==> src/rtl/div_seq_ctrl.sv <==
// div_seq_ctrl: multi-cycle 32-bit signed/unsigned integer divider using a
// non-restoring shift/subtract datapath. A division is accepted in IDLE or
// DONE when start is high. PREP loads the operand magnitudes, ITER runs one
// quotient bit per cycle for WIDTH cycles, and FIX restores the remainder,
// applies the signs and writes the result registers. done is high for the
// single DONE cycle.
//
// Compile-time option:
//   DIV_ZERO_TRAP_EN - when defined, a divisor of zero skips the datapath and
//                      goes straight to DONE, one cycle after the accepting
//                      edge. When undefined, it runs the full sequence. In
//                      both builds the result is quotient=all ones,
//                      remainder=dividend, dz_err=1.
//
// Ports:
//   clk        rising-edge clock
//   reset      asynchronous, active-high reset
//   start      division request (ignored while busy)
//   is_signed  1 = two's-complement divide, 0 = unsigned divide
//   dividend   numerator, sampled with start
//   divisor    denominator, sampled with start
//   busy       high in PREP, ITER and FIX
//   done       high in DONE only
//   quotient   registered quotient
//   remainder  registered remainder, which takes the sign of the dividend
//   dz_err     registered divide-by-zero flag
//
// state | meaning
// IDLE  | waiting for start
// PREP  | load magnitudes, clear A and the counter, record the result signs
// ITER  | one non-restoring step per cycle, WIDTH cycles in all
// FIX   | restore the remainder, apply the signs, write the results
// DONE  | results valid; a new start may be accepted here
module div_seq_ctrl #(
  parameter int WIDTH = 32
) (
  input  logic             clk,
  input  logic             reset,
  input  logic             start,
  input  logic             is_signed,
  input  logic [WIDTH-1:0] dividend,
  input  logic [WIDTH-1:0] divisor,
  output logic             busy,
  output logic             done,
  output logic [WIDTH-1:0] quotient,
  output logic [WIDTH-1:0] remainder,
  output logic             dz_err
);

  localparam int CW = $clog2(WIDTH);

  typedef enum logic [2:0] {
    S_IDLE,
    S_PREP,
    S_ITER,
    S_FIX,
    S_DONE
  } state_t;

  state_t           state_q, state_d;
  logic [WIDTH:0]   a_q, a_d;
  logic [WIDTH-1:0] q_q, q_d;
  logic [WIDTH-1:0] m_q, m_d;
  logic [CW-1:0]    cnt_q, cnt_d;
  logic [WIDTH-1:0] op_a_q, op_a_d;
  logic [WIDTH-1:0] op_b_q, op_b_d;
  logic             sgn_q, sgn_d;
  logic             qneg_q, qneg_d;
  logic             rneg_q, rneg_d;
  logic [WIDTH-1:0] quot_q, quot_d;
  logic [WIDTH-1:0] rem_q, rem_d;
  logic             dz_q, dz_d;

  logic             accept;
  logic [WIDTH:0]   a_sh;
  logic [WIDTH:0]   a_new;
  logic [WIDTH-1:0] r_mag;
  logic [WIDTH-1:0] q_fix;
  logic [WIDTH-1:0] r_fix;

  always_comb begin
    state_d = state_q;
    a_d     = a_q;
    q_d     = q_q;
    m_d     = m_q;
    cnt_d   = cnt_q;
    op_a_d  = op_a_q;
    op_b_d  = op_b_q;
    sgn_d   = sgn_q;
    qneg_d  = qneg_q;
    rneg_d  = rneg_q;
    quot_d  = quot_q;
    rem_d   = rem_q;
    dz_d    = dz_q;

    accept  = start && (state_q == S_IDLE || state_q == S_DONE);

    // Non-restoring step: the sign of A before the shift selects add or subtract.
    a_sh    = {a_q[WIDTH-1:0], q_q[WIDTH-1]};
    a_new   = a_q[WIDTH] ? (a_sh + {1'b0, m_q}) : (a_sh - {1'b0, m_q});

    // A negative final A has gone one subtract too far; adding M back restores it.
    r_mag   = a_q[WIDTH] ? (a_q[WIDTH-1:0] + m_q) : a_q[WIDTH-1:0];
    q_fix   = qneg_q ? (~q_q + 1'b1) : q_q;
    r_fix   = (rneg_q && r_mag != '0) ? (~r_mag + 1'b1) : r_mag;

    case (state_q)
      S_IDLE: begin
        if (start) state_d = S_PREP;
      end
      S_PREP: begin
        // Negating the most negative value leaves 1000...0, which read as
        // unsigned is the correct magnitude.
        q_d     = (sgn_q && op_a_q[WIDTH-1]) ? (~op_a_q + 1'b1) : op_a_q;
        m_d     = (sgn_q && op_b_q[WIDTH-1]) ? (~op_b_q + 1'b1) : op_b_q;
        a_d     = '0;
        cnt_d   = '0;
        qneg_d  = sgn_q && (op_a_q[WIDTH-1] ^ op_b_q[WIDTH-1]);
        rneg_d  = sgn_q && op_a_q[WIDTH-1];
        state_d = S_ITER;
      end
      S_ITER: begin
        a_d = a_new;
        q_d = {q_q[WIDTH-2:0], ~a_new[WIDTH]};
        if (cnt_q == CW'(WIDTH - 1)) state_d = S_FIX;
        else                         cnt_d   = cnt_q + 1'b1;
      end
      S_FIX: begin
        if (op_b_q == '0) begin
          quot_d = '1;
          rem_d  = op_a_q;
          dz_d   = 1'b1;
        end else begin
          quot_d = q_fix;
          rem_d  = r_fix;
          dz_d   = 1'b0;
        end
        state_d = S_DONE;
      end
      S_DONE: begin
        state_d = start ? S_PREP : S_IDLE;
      end
      default: state_d = S_IDLE;
    endcase

    if (accept) begin
      op_a_d = dividend;
      op_b_d = divisor;
      sgn_d  = is_signed;
    end

`ifdef DIV_ZERO_TRAP_EN
    // A zero divisor needs no datapath work: write the trap result now and go
    // straight to DONE.
    if (accept && divisor == '0) begin
      quot_d  = '1;
      rem_d   = dividend;
      dz_d    = 1'b1;
      state_d = S_DONE;
    end
`endif
  end

  always_ff @(posedge clk or posedge reset) begin
    if (reset) begin
      state_q <= S_IDLE;
      a_q     <= '0;
      q_q     <= '0;
      m_q     <= '0;
      cnt_q   <= '0;
      op_a_q  <= '0;
      op_b_q  <= '0;
      sgn_q   <= 1'b0;
      qneg_q  <= 1'b0;
      rneg_q  <= 1'b0;
      quot_q  <= '0;
      rem_q   <= '0;
      dz_q    <= 1'b0;
    end else begin
      state_q <= state_d;
      a_q     <= a_d;
      q_q     <= q_d;
      m_q     <= m_d;
      cnt_q   <= cnt_d;
      op_a_q  <= op_a_d;
      op_b_q  <= op_b_d;
      sgn_q   <= sgn_d;
      qneg_q  <= qneg_d;
      rneg_q  <= rneg_d;
      quot_q  <= quot_d;
      rem_q   <= rem_d;
      dz_q    <= dz_d;
    end
  end

  assign busy      = (state_q == S_PREP) || (state_q == S_ITER) || (state_q == S_FIX);
  assign done      = (state_q == S_DONE);
  assign quotient  = quot_q;
  assign remainder = rem_q;
  assign dz_err    = dz_q;

endmodule

==> config.mk <==
export PLATFORM = sky130hd
export DESIGN_NAME = div_seq_ctrl
export DESIGN_NICKNAME = d
export VERILOG_FILES = /design/src/rtl/div_seq_ctrl.sv
export SDC_FILE = /design/constraint.sdc
export NUM_CORES = 1
export LEC_CHECK = 0
export ABC_AREA = 1
export ABC_CLOCK_PERIOD_IN_PS = 14400
export CAP_MARGIN = 20
export CELL_PAD_IN_SITES_DETAIL_PLACEMENT = 0
export CELL_PAD_IN_SITES_GLOBAL_PLACEMENT = 1
export CORE_MARGIN = 1
export CORE_UTILIZATION = 30
export DETAILED_ROUTE_END_ITERATION = 8
export PLACE_DENSITY = 0.64
export SKIP_LAST_GASP = 1
export SYNTH_ARGS = -nofsm -noshare
export SYNTH_HDL_FRONTEND = slang
export SYNTH_SLANG_ARGS = --single-unit
==> constraint.sdc <==
create_clock -name clk -period 14.4 [get_ports clk]
set_clock_uncertainty 0.15 [all_clocks]
set_input_delay 2.16 -clock clk [delete_from_list [all_inputs] [get_ports clk]]
set_output_delay 2.16 -clock clk [all_outputs]
set_load 0.02 [all_outputs]
After elaboration in Yosys (flattened, before gate mapping)
Index checks and enable logic that the tools add are counted.

Shift operators: 0. Divide/modulo/power cells: 0. Eq/ne operators: 8. Bitwise gates (word level): 6. Mux-type cells: 17. Add/subtract/negate cells: 8. Reductions and logical operators: 14. Multipliers: 0. Magnitude comparators: 0.

Operators by type and width (count): $mux W32 (7); $add A32 B1 Y32 const B (4); $not A32 Y32 (4); $pmux W33 S2 (1); $pmux W32 S2 (1); $add A33 B32 Y33 (1); $mux W33 (1); $sub A33 B32 Y33 (1); $add A32 B32 Y32 (1); $logic_not A32 Y1 (1); $reduce_bool A32 Y1 (1); $pmux W3 S5 (1); $pmux W5 S2 (1); $eq A3 B2 Y1 const B (2); $mux W3 (2); $ne A2 B2 Y1 const B (3); $add A5 B1 Y5 const B (1); $eq A5 B5 Y1 const B (1); $logic_and A1 B1 Y1 (5); $mux W5 (1); $reduce_and A2 Y1 (2); $eq A3 B1 Y1 const B (1); $eq A3 B3 Y1 const B (1); $logic_not A3 Y1 (1); other kinds (5) (8).

Input port bits: 68. Memories kept: 0. Latch bits: 0. Output and inout bits: 67. Register bits after elaboration: 237. Logic and storage cells: 66. Bits in read-only memories: 0. Bits in writable memories: 0.

Logic depth before layout (Yosys ltp)
Depth in word-level cells: 6. Depth in mapped cells: 26. Gate-level depth less buffers: 26.

Least setup slack after synthesis
Ideal clock, no wire load.

Path kind: register to register. Start: register a_q[32]. End: register a_q[22]. Period minus slack after synthesis: 3885 ps. Data arrival time: 3602 ps. Path buffers: 5. Data required time: 14117 ps. Slack: 10515 ps. Stages on the path, launching flop included: 23. Library setup time: 133 ps. Cell sequence: dfrtp_1 > buf_2 > inv_2 > buf_2 > buf_2 > clkbuf_1 > buf_1 > o31ai_1 > xnor2_1 > ha_1 > a21oi_1 > o21a_1 > nand2_1 > a21boi_0 > o21ai_0 > nand2_1 > nand2_1 > nand2_1 > nand2_1 > o21ai_0 > or2_2 > nand3_1 > o21ai_0.

Longest elaborated chain between the ends: 2.

RTL lines: start, declared (RTL line 61) `logic [WIDTH:0] a_q, a_d;`; start signal, assigned (RTL line 167) `a_q <= '0;`; start signal, assigned (RTL line 181) `a_q <= a_d;`; $mux W33 (RTL line 100) `a_new = a_q[WIDTH] ? (a_sh + {1'b0, m_q}) : (a_sh - {1'b0, m_q});`; $pmux W33 S2 (RTL line 107) `case (state_q)`.

Every way passes these cells. A chain may end at the register's enable or synchronous reset.

==> summary.md <==
| Metric | Value |
|---|---|
| Result of the run | finished clean |
| Reg2Reg Setup Slack | 9.98 ns |
| Busiest metal layer after global routing | met2 |
| GR Util met2 | roughly a third |
| Clock sinks | 237 |
| Worst vdd ir | 153 uV |
| Vias/cell | 5.04 |
| Most frequent cells in the layout | 733 x nand2_1, 327 x inv_1, 275 x nor2_1, 236 x dfrtp_1, 216 x nand3_1 |
| Int Pwr | about 2.7 mW |
| Pleak | about 10 nW |
| Reg2reg path depth | 18 |
| First-pass GRT wire length | just over 100 mm |
| M1 GR Usage | roughly a third |
| Post-synth top flop | dfrtp_1 |
| Worst R2R End | a_q[29]$_DFFE_PP0P_ |
| Max-cap violations | 0 |
| Initial Util | a little under a third |
| Sw Share | between 50% and 60% |
| Synthesized area per cell | 6.73 sq um |
| Reg power frac | 24.0% |
| Post-cts sizing count | 0 |
| CP Capture Type | asynchronous set/reset pin |
| Vias in the first global route | roughly 17000 |
| Overall Global Routing Usage | between 20 and 25% |
| Placed insts | approximately 3500 |
| Drt wl/cell | 19.0 um |
| Met3 GRT Util | ~3.5% |
| Clock Path Buffers | 3 |
| CP endpoint | a_q[32]$_DFFE_PP0P_ |
| Logic pwr share | a little under two thirds |
| Largest net degree at the start of global routing | slightly below 100 |
| Antenna viol nets, final | 0 |
| Die width | between 200 and 250 um |
| Port buffer count | around 130 |
| Yosys warns | 0 |
| Hpwl dp | roughly 54 mm |
| GP Congestion | roughly 1 |
| Psw | approximately 3.3 mW |
| Area Growth Syn to Fin | 17.3% |
| Filler Cell Count | approximately 6500 |
| Core area | slightly below 60000 sq um |
| Number of antenna diodes | 0 |
| TNS Setup | 0 ns |
| Worst setup SP type | primary input |
| Std cell rows | 89 |
| Seq/Total Area, Yosys | 33.1% |
| RSZ-0062 raised after global routing | false |
| Post-synth EDFFs | 0 |
| WP data arrival | 4.97 ns |
| CTS clk-pin slew, worst paths | 0.06 ns |
| DIE AREA | just over 60000 sq um |
| Async set or reset register ratio after synthesis | 100% |
| Syn Inst Count | 2660 |
| DRT Pass-1 Iters | 5 |
| Slew headroom | ~33% |
| Critical path required time | about 15 ns |
| 1st-iter DRT viols | ~1400 |
| Clk root buf | clkbuf_16 |
| Hold WC Path Type | reg -> reg |
| Crit Reg-Reg Startpoint | a_q[32]$_DFFE_PP0P_ |
| Synth Net Count | between 2000 and 3000 |
| Final period util | a little under a third |
| Via count | 17900 |
| Yosys cell types | 52 |
| Initial antenna violation count | 0 |
| H-tree depth | 1 |
| Hold-fix buffer count after cts | 0 |
| Synthesized cell area | 17900 sq um |
| Post-CTS setup repair buffer count | 0 |
| Minimum clock period | ~4.6 ns |
| CTS tree | yes |
| Finished Layout Cells | between 3000 and 4000 |
| Pwr Total | roughly 6.1 mW |
| Final setup vio count | 0 |
| Nets | 2900 |
| Most common cell after layout, fill and taps aside | nand2_1 |
| Crit path kind | in -> async |
| Skew-Pair Late Insertion Delay | around 0.58 ns |
| CTS buffer count | 30 |
| Worst Setup SP | reset |
| PD cells | a little under 300 nW/um^2 |
| GR Overflow Total | 0 |
| Top Ports | 135 |
| WL final | 67.5 mm |
| DR DRC count | 0 |
| Final Max Slew Viols | 0 |
| Synth Register Bits | about 240 |
| Hold Fails Final Rpt | 0 |
| Fmax achieved | between 0.2 and 0.25 GHz |
| Die span in y | about 250 um |
| CP max FO | 98 |
| Slew @ Worst Pin | ~0.99 ns |
| Share of layout cells above drive strength 1 | about 5.5% |
| Clk network pwr share | about an eighth |
worst min-delay path by stage:
stage | start | end | slack (ns) | depth (start not counted)
global route | cnt_q[4]$_DFFE_PP0P_ | cnt_q[4]$_DFFE_PP0P_ | 0.37 | 2
global placement | cnt_q[4]$_DFFE_PP0P_ | cnt_q[4]$_DFFE_PP0P_ | 0.32 | 2
floorplan | cnt_q[4]$_DFFE_PP0P_ | cnt_q[4]$_DFFE_PP0P_ | 0.30 | 2
detailed placement | cnt_q[4]$_DFFE_PP0P_ | cnt_q[4]$_DFFE_PP0P_ | 0.33 | 2
CTS | cnt_q[4]$_DFFE_PP0P_ | cnt_q[4]$_DFFE_PP0P_ | 0.35 | 2
finish | cnt_q[4]$_DFFE_PP0P_ | cnt_q[4]$_DFFE_PP0P_ | 0.34 | 2
flip-flops by register name (all words and copies together), names as in the netlist, 3 cells and up:
register / count
remainder: 32
op_b_q: 32
a_q: 33
q_q: 32
op_a_q: 32
m_q: 32
cnt_q: 5
state_q: 3
quotient: 32
cells by family after synthesis:
kind of cell / after synthesis / share of synthesized area (%)
compound gates: 443 / 14.1
simple gates: 1366 / 32.3
xor+xnor: 106 / 5.19
mux: 14 / 0.881
fa+ha+maj: 72 / 5.12
flops: 237 / 33.1
buf+inv: 422 / 9.23
cells in the mapped netlist, types with 5 or more instances:
master | count | area share [%]
nand2_1 | 734 | 15
inv_1 | 329 | 6.9
nor2_1 | 277 | 5.8
dfrtp_1 | 237 | 33
nand3_1 | 216 | 6.0
a21oi_1 | 159 | 4.4
o21ai_0 | 144 | 4.0
xor2_1 | 92 | 4.5
ha_1 | 70 | 4.9
a22oi_1 | 56 | 2.3
clkbuf_1 | 53 | 1.1
nor3_1 | 33 | 0.92
nand4_1 | 32 | 1.1
a31oi_1 | 22 | 0.77
buf_2 | 18 | 0.50
nand2_2 | 16 | 0.56
o22ai_1 | 15 | 0.52
mux2_2 | 14 | 0.88
nor2_2 | 14 | 0.49
xnor2_1 | 14 | 0.69
or2_2 | 10 | 0.35
nor4_1 | 8 | 0.28
inv_2 | 7 | 0.15
nand3_2 | 7 | 0.39
nor3_2 | 7 | 0.39
o211ai_1 | 7 | 0.29
o31ai_1 | 7 | 0.29
buf_6 | 6 | 0.38
o221ai_1 | 6 | 0.29
buf_1 | 5 | 0.10
o21ai_1 | 5 | 0.14
final cells by class:
| class | instances | area, sq um | share of cell area [%] |
|---|---|---|---|
| Tap cell | 773 | 967 | 4.61 |
| Inverter | 340 | 1280 | 6.11 |
| Sequential cell | 237 | 5930 | 28.3 |
| Timing Repair Buffer | 150 | 1510 | 7.18 |
| Clock inverter | 8 | 55.1 | 0.262 |
| Multi-Input combinational cell | 2001 | 10300 | 49.3 |
| Clock buffer | 45 | 908 | 4.33 |
per-layer routing:
layer | vias to the layer above | share of wire (%)
li1 | 8880 | -
met1 | 8510 | 49
met2 | 454 | 43
met3 | 63 | 6.0
met4 | 0 | 1.9
met5 | - | 0
through the flow:
stage	utilization (%)	hold slack (ns)	setup slack (ns)	instance area (sq um)
2_1_floorplan	-	0.298	5.59	17900
3_3_place_gp	33.8	0.315	9.07	20000
3_5_place_dp	33.8	0.333	9.01	20000
4_1_cts	35.5	0.348	9.64	20900
5_1_grt	35.6	0.373	9.35	21000
6_report	35.6	0.339	9.81	21000
power groups by stage:
stage	combinational (mW)	sequential, mW	clock, mW
2_1_floorplan	2.64	1.34	0
6_report	3.88	1.46	0.740
3_3_place_gp	3.81	1.45	0
5_1_grt	4.36	1.49	0.782
3_5_place_dp	3.84	1.46	0
4_1_cts	3.85	1.45	0.758
critical path: stages:
cell and delay [ns]:
clkdlybuf4s50_1 0.49, inv_8 0.52, buf_4 0.86, buf_4 0.85
(Power assumes the default switching activity.)
